## src/rtl/uart_rx.sv

```systemverilog
// 8N1 UART receiver, LSB first, 16x oversampled by baud_tick.
// Define UART_RX_MAJORITY_EN for 2-of-3 majority voting at ticks 6/7/8; default is a single sample at tick 7.
module uart_rx (
    input  logic       clk,
    input  logic       rst,
    input  logic       baud_tick,
    input  logic       rx,
    output logic [7:0] data,
    output logic       valid,
    output logic       frame_err,
    output logic       busy
);

    typedef enum logic [1:0] {IDLE, START, DATA, STOP} state_t;

`ifdef UART_RX_MAJORITY_EN
    localparam logic [3:0] DEC_CNT = 4'd8;
`else
    localparam logic [3:0] DEC_CNT = 4'd7;
`endif
    localparam logic [3:0] LAST_CNT = 4'd15;
    localparam logic [2:0] LAST_IDX = 3'd7;

    logic       rx_meta;
    logic       rx_s;
    state_t     state;
    logic [3:0] cnt;
    logic [2:0] idx;
    logic       armed;
    logic [7:0] shreg;
    logic       bit_c;

    // Two-flop synchronizer; resets to the idle line level
    always_ff @(posedge clk) begin
        if (rst) begin
            rx_meta <= 1'b1;
            rx_s    <= 1'b1;
        end else begin
            rx_meta <= rx;
            rx_s    <= rx_meta;
        end
    end

`ifdef UART_RX_MAJORITY_EN
    logic s6;
    logic s7;

    // Early samples held for the vote taken at tick 8
    always_ff @(posedge clk) begin
        if (rst) begin
            s6 <= 1'b0;
            s7 <= 1'b0;
        end else if (baud_tick) begin
            if (cnt == 4'd6) s6 <= rx_s;
            if (cnt == 4'd7) s7 <= rx_s;
        end
    end

    assign bit_c = (s6 & s7) | (s6 & rx_s) | (s7 & rx_s);
`else
    assign bit_c = rx_s;
`endif

    always_ff @(posedge clk) begin
        if (rst) begin
            state     <= IDLE;
            cnt       <= 4'd0;
            idx       <= 3'd0;
            armed     <= 1'b0;
            shreg     <= 8'h00;
            data      <= 8'h00;
            valid     <= 1'b0;
            frame_err <= 1'b0;
            busy      <= 1'b0;
        end else begin
            valid     <= 1'b0;
            frame_err <= 1'b0;
            if (baud_tick) begin
                case (state)
                    // A start edge only counts after the line has been seen high
                    IDLE: begin
                        cnt <= 4'd0;
                        if (rx_s) begin
                            armed <= 1'b1;
                        end else if (armed) begin
                            armed <= 1'b0;
                            state <= START;
                            busy  <= 1'b1;
                            cnt   <= 4'd1;
                        end
                    end
                    START: begin
                        if (cnt == DEC_CNT && bit_c) begin
                            state <= IDLE;
                            busy  <= 1'b0;
                            cnt   <= 4'd0;
                        end else begin
                            cnt <= cnt + 4'd1;
                            if (cnt == LAST_CNT) begin
                                state <= DATA;
                                idx   <= 3'd0;
                            end
                        end
                    end
                    DATA: begin
                        cnt <= cnt + 4'd1;
                        if (cnt == DEC_CNT) shreg[idx] <= bit_c;
                        if (cnt == LAST_CNT) begin
                            idx <= idx + 3'd1;
                            if (idx == LAST_IDX) state <= STOP;
                        end
                    end
                    // Leave at mid stop bit so the next start edge is not missed
                    STOP: begin
                        cnt <= cnt + 4'd1;
                        if (cnt == DEC_CNT) begin
                            state <= IDLE;
                            busy  <= 1'b0;
                            cnt   <= 4'd0;
                            if (bit_c) begin
                                data  <= shreg;
                                valid <= 1'b1;
                            end else begin
                                frame_err <= 1'b1;
                            end
                        end
                    end
                    default: begin
                        state <= IDLE;
                        busy  <= 1'b0;
                        cnt   <= 4'd0;
                    end
                endcase
            end
        end
    end

endmodule
```

## config.mk

```make
export PLATFORM = sky130hd
export DESIGN_NAME = uart_rx
export DESIGN_NICKNAME = d
export VERILOG_FILES = /design/src/rtl/uart_rx.sv
export SDC_FILE = /design/constraint.sdc
export NUM_CORES = 1
export LEC_CHECK = 0
export ABC_AREA = 1
export CORE_MARGIN = 8
export CORE_UTILIZATION = 30
export CTS_CLUSTER_SIZE = 25
export DETAILED_ROUTE_END_ITERATION = 6
export REMOVE_ABC_BUFFERS = 1
export SLEW_MARGIN = 20
export SYNTH_ARGS = -nofsm -noshare
export SYNTH_HDL_FRONTEND = slang
export SYNTH_SLANG_ARGS = --single-unit
```

## constraint.sdc

```tcl
create_clock -name clk -period 1.8 [get_ports clk]
set_input_delay 0.36 -clock clk [delete_from_list [all_inputs] [get_ports clk]]
set_output_delay 0.36 -clock clk [all_outputs]
set_load 0.02 [all_outputs]
```

==> impl_metrics.toml, run 1 <==
[layout]
final_nets = 234
final_util_pct = 38.5
fin_cells = 277
final_common_cell = "nand2_1"
antennaDiodeCount = 0
layout-drive-gt1-share_pct = 12.6
n_fill_cell = 519
final_cell_mix = "nand2_1 (33), dfxtp_1 (31), nor2_1 (29), inv_1 (23), a21oi_1 (19)"
syn_to_final_growth_pct = 24.4

[power_and_ir_drop]
vdd_drop_max_mv = 0.249
p_leak_nw = 0.793
power_density_mw_per_mm2 = 813
p_total_mw = 1.47

[critical_path]
r2r_setup_slack_ns = 0.27
path_buf_inv = 1
cpPeakStageDelay_ns = 0.61
critPathRequiredTime_ns = 1.44
r2r-start = "cnt[0]"
cp_max_fo = 2
crit_family = "buffers and inverters"
crit_path_end_kind = "primary output"
crit_type = "reg2out"
cp_cell_sequence = "clkdlybuf4s50_1"
cp_slowest_cell = "clkdlybuf4s50_1"
worstSetupStartpoint = "data[5]"
worst_ep_arrival_time_ns = 1.22
cp-start-kind = "register"

[logic_synthesis]
ys_seq_elements = 31
syn_area_mm2 = 0.00145
yosysWarnings = 0
syn_avg_cell_area_um2 = 7.34
synth_cells = 198
yosysSeqAreaShare_pct = 42.7
ys_types = 25

[grt]
grt_pass1_wl_um = 5170
antenna_found_initial = 0
grt_pass1_vias = 1170
grt_usage_pct = 8.75
grt_max_degree = 19
grt_overflow = 0

[timing]
rsz0062_at_grt = "false"
setup-violations-final = 0
timing.slew.headroom_pct = 77.1
timing.fmax_mhz = 634
post-route-period-util_pct = 87.6
worst_pin_slew_ns = 0.342
hold_viol = 0
slew_violations = 0
finalClockSkew_ns = 0.00475
tns_ns = 0
fin_ws_ns = 0.223
period_minus_slack_ns = 1.58

[cts]
htree_levels = 2
post-cts-setup-buffer-count = 0
holdBufCountCts = 0
clk_pin_slew_worst_paths_ns = 0.06
numCtsBuffers = 5
cts_tree = "built"
root_buffer = "clkbuf_8"
cts-resized-gates = 0
clockBufferDepth = 2
clock-sinks = 31
clk_latency_ns = 0.28

[route]
post-route-drc-count = 0
ant_nets = 0
post_drt_wl_per_cell_um = 11.1
drt_iter0_drc = 69
wirelength_um = 3060
vias = 1248
drtPass1Iterations = 4
via_per_inst = 4.51

[placed_design]
preCtsSetupSlack_ns = 0.000160
gp_congestion = 0.817
port_buffers = 14
place_inst = 269
dpl.hpwl_um = 2260

[floorplanning]
design.core.area_mm2 = 0.00469
die_width_um = 85.6
die_y_um = 85.6
io_pins = 15
initial_utilization_pct = 31.0
die_area_mm2 = 0.00732
placementRows = 25

[worst_hold_path]
holdCritStartpoint = "rx_meta"
worstHoldPathType = "reg2reg"

[run]
maxCapViolations = 0

[outcome]
outcome = "finished clean"
[synth_stat cells, drive strengths merged]
cell,instances,area share (%)
nand2,36,9.8
nor2,33,9.9
dfxtp,31,43
inv,25,6.5
a21oi,19,6.5
o21ai,17,6.1
nand3,12,4.1
ha,8,6.9
nor3,5,2.1
buf,3,1.4
a31oi,2,0.86
nand4,2,0.86
or2,2,0.86
clkbuf,1,0.26
o21a,1,0.52
xor2,1,0.60
[report_power, final]
| group | switching (mW) | total (mW) | internal, mW |
|---|---|---|---|
| Sequential | 0.00597 | 0.698 | 0.692 |
| Clock | 0.264 | 0.711 | 0.448 |
| Combinational | 0.0344 | 0.0599 | 0.0255 |
[metrics by stage]
step           area (um2)  hold WS, ns
6_report             1810        0.412
4_1_cts              1810        0.412
3_3_place_gp         1690        0.395
3_5_place_dp         1690        0.396
5_1_grt              1810        0.428
2_1_floorplan        1430        0.389
[final timing paths]
kind,endpoint,cells after the start
min,bit_c,1
min reg2reg,bit_c,1
max reg2reg,data[6],8
max,data[5],1
[metal layers]
layer	part of all wire [%]	up-vias	global-route usage, %
li1	-	682	-
met2	44	16	13.4
met1	50	543	10.8
met4	2.2	0	5.10
met3	3.5	7	2.20
met5	0	-	0
[logic make-up (layout without fill, tap and decap cells)]
group	count (synthesis)	after routing	synth area share [%]
flip-flops	31	31	42.7
adder cells (fa/ha/maj)	8	8	6.89
AO/OA/AOI/OAI	39	39	14.0
XOR/XNOR	1	1	0.603
buffers and inverters	29	54	8.10
AND/OR/NAND/NOR	90	90	27.6
[sequential cells by signal, indices dropped and copies added, names as in the netlist, named ones only]
name	flops
rx_meta	1
data	8
armed	1
valid	1
idx	3
bit_c	1
busy	1
frame_err	1
state	1
shreg	8
cnt	4
[final cells by class]
cell class                      count  area (um2)  share of cell area (%)
Inverter                           25        93.8                    5.19
Clock inverter                      2        35.0                    1.94
Clock buffer                        6        82.6                    4.57
Sequential cell                    31         621                    34.3
Tap cell                           54        67.6                    3.74
Timing Repair Buffer               21         193                    10.7
Multi-Input combinational cell    138         714                    39.5
Power figures use the tool's default switching activity.
==> inputs of run 2 (changes only) <==
--- a/config.mk
+++ b/config.mk
@@ -7,9 +7,11 @@
 export LEC_CHECK = 0
 export ABC_AREA = 1
 export CORE_MARGIN = 8
-export CORE_UTILIZATION = 30
+export CORE_UTILIZATION = 45
+export CTS_BUF_LIST = sky130_fd_sc_hd__clkbuf_8
 export CTS_CLUSTER_SIZE = 25
 export DETAILED_ROUTE_END_ITERATION = 6
+export PLACE_DENSITY = 0.66
 export REMOVE_ABC_BUFFERS = 1
 export SLEW_MARGIN = 20
 export SYNTH_ARGS = -nofsm -noshare
==> impl_metrics.toml, run 2 (synthesized netlist as in run 1, its figures left out) <==
[cts]
clk_pin_slew_worst_paths_ns = 0.07
cts-resized-gates = 0
clock-sinks = 31
post-cts-setup-buffer-count = 0
numCtsBuffers = 5
cts_tree = "built"
holdBufCountCts = 0
root_buffer = "clkbuf_8"
htree_levels = 2
clockBufferDepth = 2
clk_latency_ns = 0.28

[critical_path]
reg2reg_depth = 10
cpPeakStageDelay_ns = 0.61
worst_ep_arrival_time_ns = 1.23
crit_cells = 1
cp_max_fo = 2
crit_family = "buffers and inverters"
critPathRequiredTime_ns = 1.44
cp-start-kind = "register"
crit_type = "reg2out"
path_buf_inv = 1
crit_path_end_kind = "primary output"
cp_cell_sequence = "clkdlybuf4s50_1"
cp_slowest_cell = "clkdlybuf4s50_1"

[power_and_ir_drop]
p_leak_nw = 0.787
p_clk_share_pct = 48.3
power.internal_mw = 1.16
power_density_mw_per_mm2 = 812
power_frac_comb_pct = 3.7
p_total_mw = 1.46
p_switching_mw = 0.295
seq_power_share_pct = 47.9
swShare_pct = 20.2
vdd_drop_max_mv = 0.508

[timing]
post-route-period-util_pct = 88.3
period_minus_slack_ns = 1.59
hold_viol = 0
rsz0062_at_grt = "false"
timing.fmax_mhz = 629
setup-violations-final = 0
finalClockSkew_ns = 0.00827
timing.slew.headroom_pct = 68.8
worst_pin_slew_ns = 0.468
slew_violations = 0
tns_ns = 0

[route]
drtPass1Iterations = 4
vias = 1281
post_drt_wl_per_cell_um = 11.4
ant_nets = 0
wirelength_um = 3020
via_per_inst = 4.83
post-route-drc-count = 0
drt_iter0_drc = 75

[grt]
grt_max_degree = 19
grt_overflow = 0
grt_pass1_wl_um = 5500
grt_pass1_vias = 1208
grt_usage_pct = 13.1
antenna_found_initial = 0

[layout]
final_nets = 232
seq_area_um2 = 621
layout-drive-gt1-share_pct = 11.8
n_fill_cell = 289
reg_top3 = "data: 8 flops, shreg: 8 flops, cnt: 4 flops"
final_common_cell = "nand2_1"
antennaDiodeCount = 0
syn_to_final_growth_pct = 23.3
final_cell_mix = "nand2_1 (33), dfxtp_1 (31), nor2_1 (29), inv_1 (23), a21oi_1 (19)"
multiInputGateArea_um2 = 714

[placed_design]
gp_congestion = 0.867
port_buffers = 14
dpl.hpwl_um = 2330

[run]
maxCapViolations = 0

[floorplanning]
die_y_um = 72.8
die_area_mm2 = 0.00530
die_width_um = 72.8
initial_utilization_pct = 47.6
placementRows = 20
io_pins = 15
design.core.area_mm2 = 0.00305

[worst_hold_path]
hold_depth = 1
worstHoldPathType = "reg2reg"

[outcome]
outcome = "finished clean"
[run 2: changes by cell type in the layout (fill, tap and decap cells not counted)]
cell | previous run | this run
buf_12 | 0 | 1
buf_4 | 7 | 4
[run 2: cell type report]
class	instances	area share [%]
clock buffer	6	4.61
clock inverter	2	1.96
inverter	25	5.24
multi-input combinational	138	39.9
sequential	31	34.6
tap	44	3.07
timing repair buffer	19	10.6
[run 2: per-stage QoR]
| stage | area, um2 | util [%] | setup slack (ns) | hold slack, ns | instances |
|---|---|---|---|---|---|
| 2_1_floorplan | 1430 | - | 0.399 | 0.389 | 194 |
| 3_3_place_gp | 1670 | 54.8 | 0.0880 | 0.391 | 257 |
| 3_5_place_dp | 1670 | 54.8 | 0.0627 | 0.392 | 257 |
| 4_1_cts | 1790 | 58.7 | 0.199 | 0.407 | 265 |
| 5_1_grt | 1790 | 58.7 | 0.0597 | 0.421 | 265 |
| 6_report | 1790 | 58.7 | 0.211 | 0.407 | 265 |
[run 2: power groups by stage]
stage                     combinational (mW)  clock, mW  sequential (mW)
after detailed placement              0.0534          0            0.714
final                                 0.0543      0.703            0.698
after global routing                  0.0624      0.740            0.698
after floorplan                       0.0288          0            0.712
after global placement                0.0526          0            0.713
after CTS                             0.0545      0.715            0.698
[run 2: path summary, 6_finish.rpt]
path           start  slack [ns]  endpoint
max reg2reg   cnt[0]        0.23    idx[2]
min          rx_meta        0.41     bit_c
min reg2reg  rx_meta        0.41     bit_c
max          data[1]        0.21   data[1]
[run 2: per-layer routing]
metal | wire length [um] | global-route usage [%] | up-vias
met5 | 0 | 0 | -
met1 | 1460 | 16.4 | 573
li1 | - | - | 679
met2 | 1360 | 19.4 | 25
met3 | 163 | 4.12 | 4
met4 | 37 | 7.11 | 0
==> inputs of run 3 (changes only) <==
--- a/config.mk
+++ b/config.mk
@@ -6,7 +6,7 @@
 export NUM_CORES = 1
 export LEC_CHECK = 0
 export ABC_AREA = 1
-export CORE_MARGIN = 8
+export CORE_MARGIN = 1.5
 export CORE_UTILIZATION = 45
 export CTS_BUF_LIST = sky130_fd_sc_hd__clkbuf_8
 export CTS_CLUSTER_SIZE = 25
==> impl_metrics.toml, run 3 (synthesized netlist as in run 1, its figures left out) <==
[placed_design]
preCtsSetupSlack_ns = 0.0668
port_buffers = 14
dpl.hpwl_um = 2230
place_area_mm2 = 0.00167
place_inst = 257
gp_congestion = 0.877

[route]
drtPass1Iterations = 4
post_drt_wl_per_cell_um = 11.3
wirelength_um = 2980
drt_iter0_drc = 48
post-route-drc-count = 0
via_per_inst = 4.85
vias = 1284
ant_nets = 0

[critical_path]
cp_cell_sequence = "clkdlybuf4s50_1"
cp_max_fo = 2
r2r_setup_slack_ns = 0.22
crit_type = "reg2out"
critPathRequiredTime_ns = 1.44
cp-start-kind = "register"
path_buf_inv = 1
crit_family = "buffers and inverters"
cpPeakStageDelay_ns = 0.61
worst_ep_arrival_time_ns = 1.23
cp_slowest_cell = "clkdlybuf4s50_1"
crit_path_end_kind = "primary output"

[cts]
post-cts-setup-buffer-count = 0
root_buffer = "clkbuf_8"
clk_latency_ns = 0.28
clockBufferDepth = 2
htree_levels = 2
cts_tree = "built"
clk_pin_slew_worst_paths_ns = 0.07
clock-sinks = 31
holdBufCountCts = 0
cts-resized-gates = 0
numCtsBuffers = 5

[grt]
antenna_found_initial = 0
grt_pass1_vias = 1173
grt_pass1_wl_um = 5210
grt_usage_pct = 19.8
grt_max_degree = 19
grt_overflow = 0

[timing]
finalClockSkew_ns = 0.00298
fin_ws_ns = 0.208
post-route-period-util_pct = 88.4
timing.fmax_mhz = 628
tns_ns = 0
rsz0062_at_grt = "false"
period_minus_slack_ns = 1.59
timing.slew.headroom_pct = 67.8
setup-violations-final = 0
hold_slack_ns = 0.409
slew_violations = 0
hold_viol = 0
worst_pin_slew_ns = 0.482

[layout]
final_util_pct = 58.7
antennaDiodeCount = 0
final_cell_mix = "nand2_1 (33), dfxtp_1 (31), nor2_1 (29), inv_1 (23), a21oi_1 (19)"
reg_top3 = "data: 8 flops, shreg: 8 flops, cnt: 4 flops"
layout-drive-gt1-share_pct = 11.8
seq_area_um2 = 621
n_fill_cell = 299
multiInputGateArea_um2 = 714
final_nets = 232
fin_cells = 265
syn_to_final_growth_pct = 23.3
final_area_mm2 = 0.00179
final_common_cell = "nand2_1"

[run]
maxCapViolations = 0

[floorplanning]
initial_utilization_pct = 47.6
io_pins = 15
die_area_mm2 = 0.00358
placementRows = 20
design.core.area_mm2 = 0.00305
die_width_um = 59.8
die_y_um = 59.8

[power_and_ir_drop]
swShare_pct = 20.5
power_frac_comb_pct = 3.7
p_switching_mw = 0.300
seq_power_share_pct = 47.8
p_total_mw = 1.46
power.internal_mw = 1.16
p_leak_nw = 0.787
vdd_drop_max_mv = 0.478
power_density_mw_per_mm2 = 815
p_clk_share_pct = 48.5

[outcome]
outcome = "finished clean"

[worst_hold_path]
worstHoldPathType = "reg2reg"
run 3: cell counts in the layout (fill, tap and decap cells not counted):
Identical to the previous run, type by type.
run 3: final cells by class:
class	count	area share, %
Multi-Input combinational cell	138	39.9
Timing Repair Buffer	19	10.6
Tap cell	44	3.07
Sequential cell	31	34.6
Clock inverter	2	1.96
Clock buffer	6	4.61
Inverter	25	5.24
run 3: worst paths after layout:
check            from       end  cells after the start
max           data[6]   data[6]                      1
min           rx_meta     bit_c                      1
max reg2reg  state[0]  shreg[4]                      7
min reg2reg   rx_meta     bit_c                      1
run 3: power by group through the flow:
| stage | Sequential [mW] | Clock [mW] | Combinational, mW |
|---|---|---|---|
| finish | 0.698 | 0.709 | 0.0544 |
| global route | 0.699 | 0.760 | 0.0616 |
| CTS | 0.698 | 0.725 | 0.0544 |
| detailed placement | 0.713 | 0 | 0.0539 |
| global placement | 0.713 | 0 | 0.0529 |
| floorplan | 0.712 | 0 | 0.0288 |
run 3: metal layers:
metal / routed length, um / part of all wire [%] / global-route usage, %
met2: 1270 / 42 / 28.7
met4: 68 / 2.3 / 10.8
met5: 0 / 0 / 0
met1: 1480 / 50 / 25.2
met3: 164 / 5.5 / 7.36
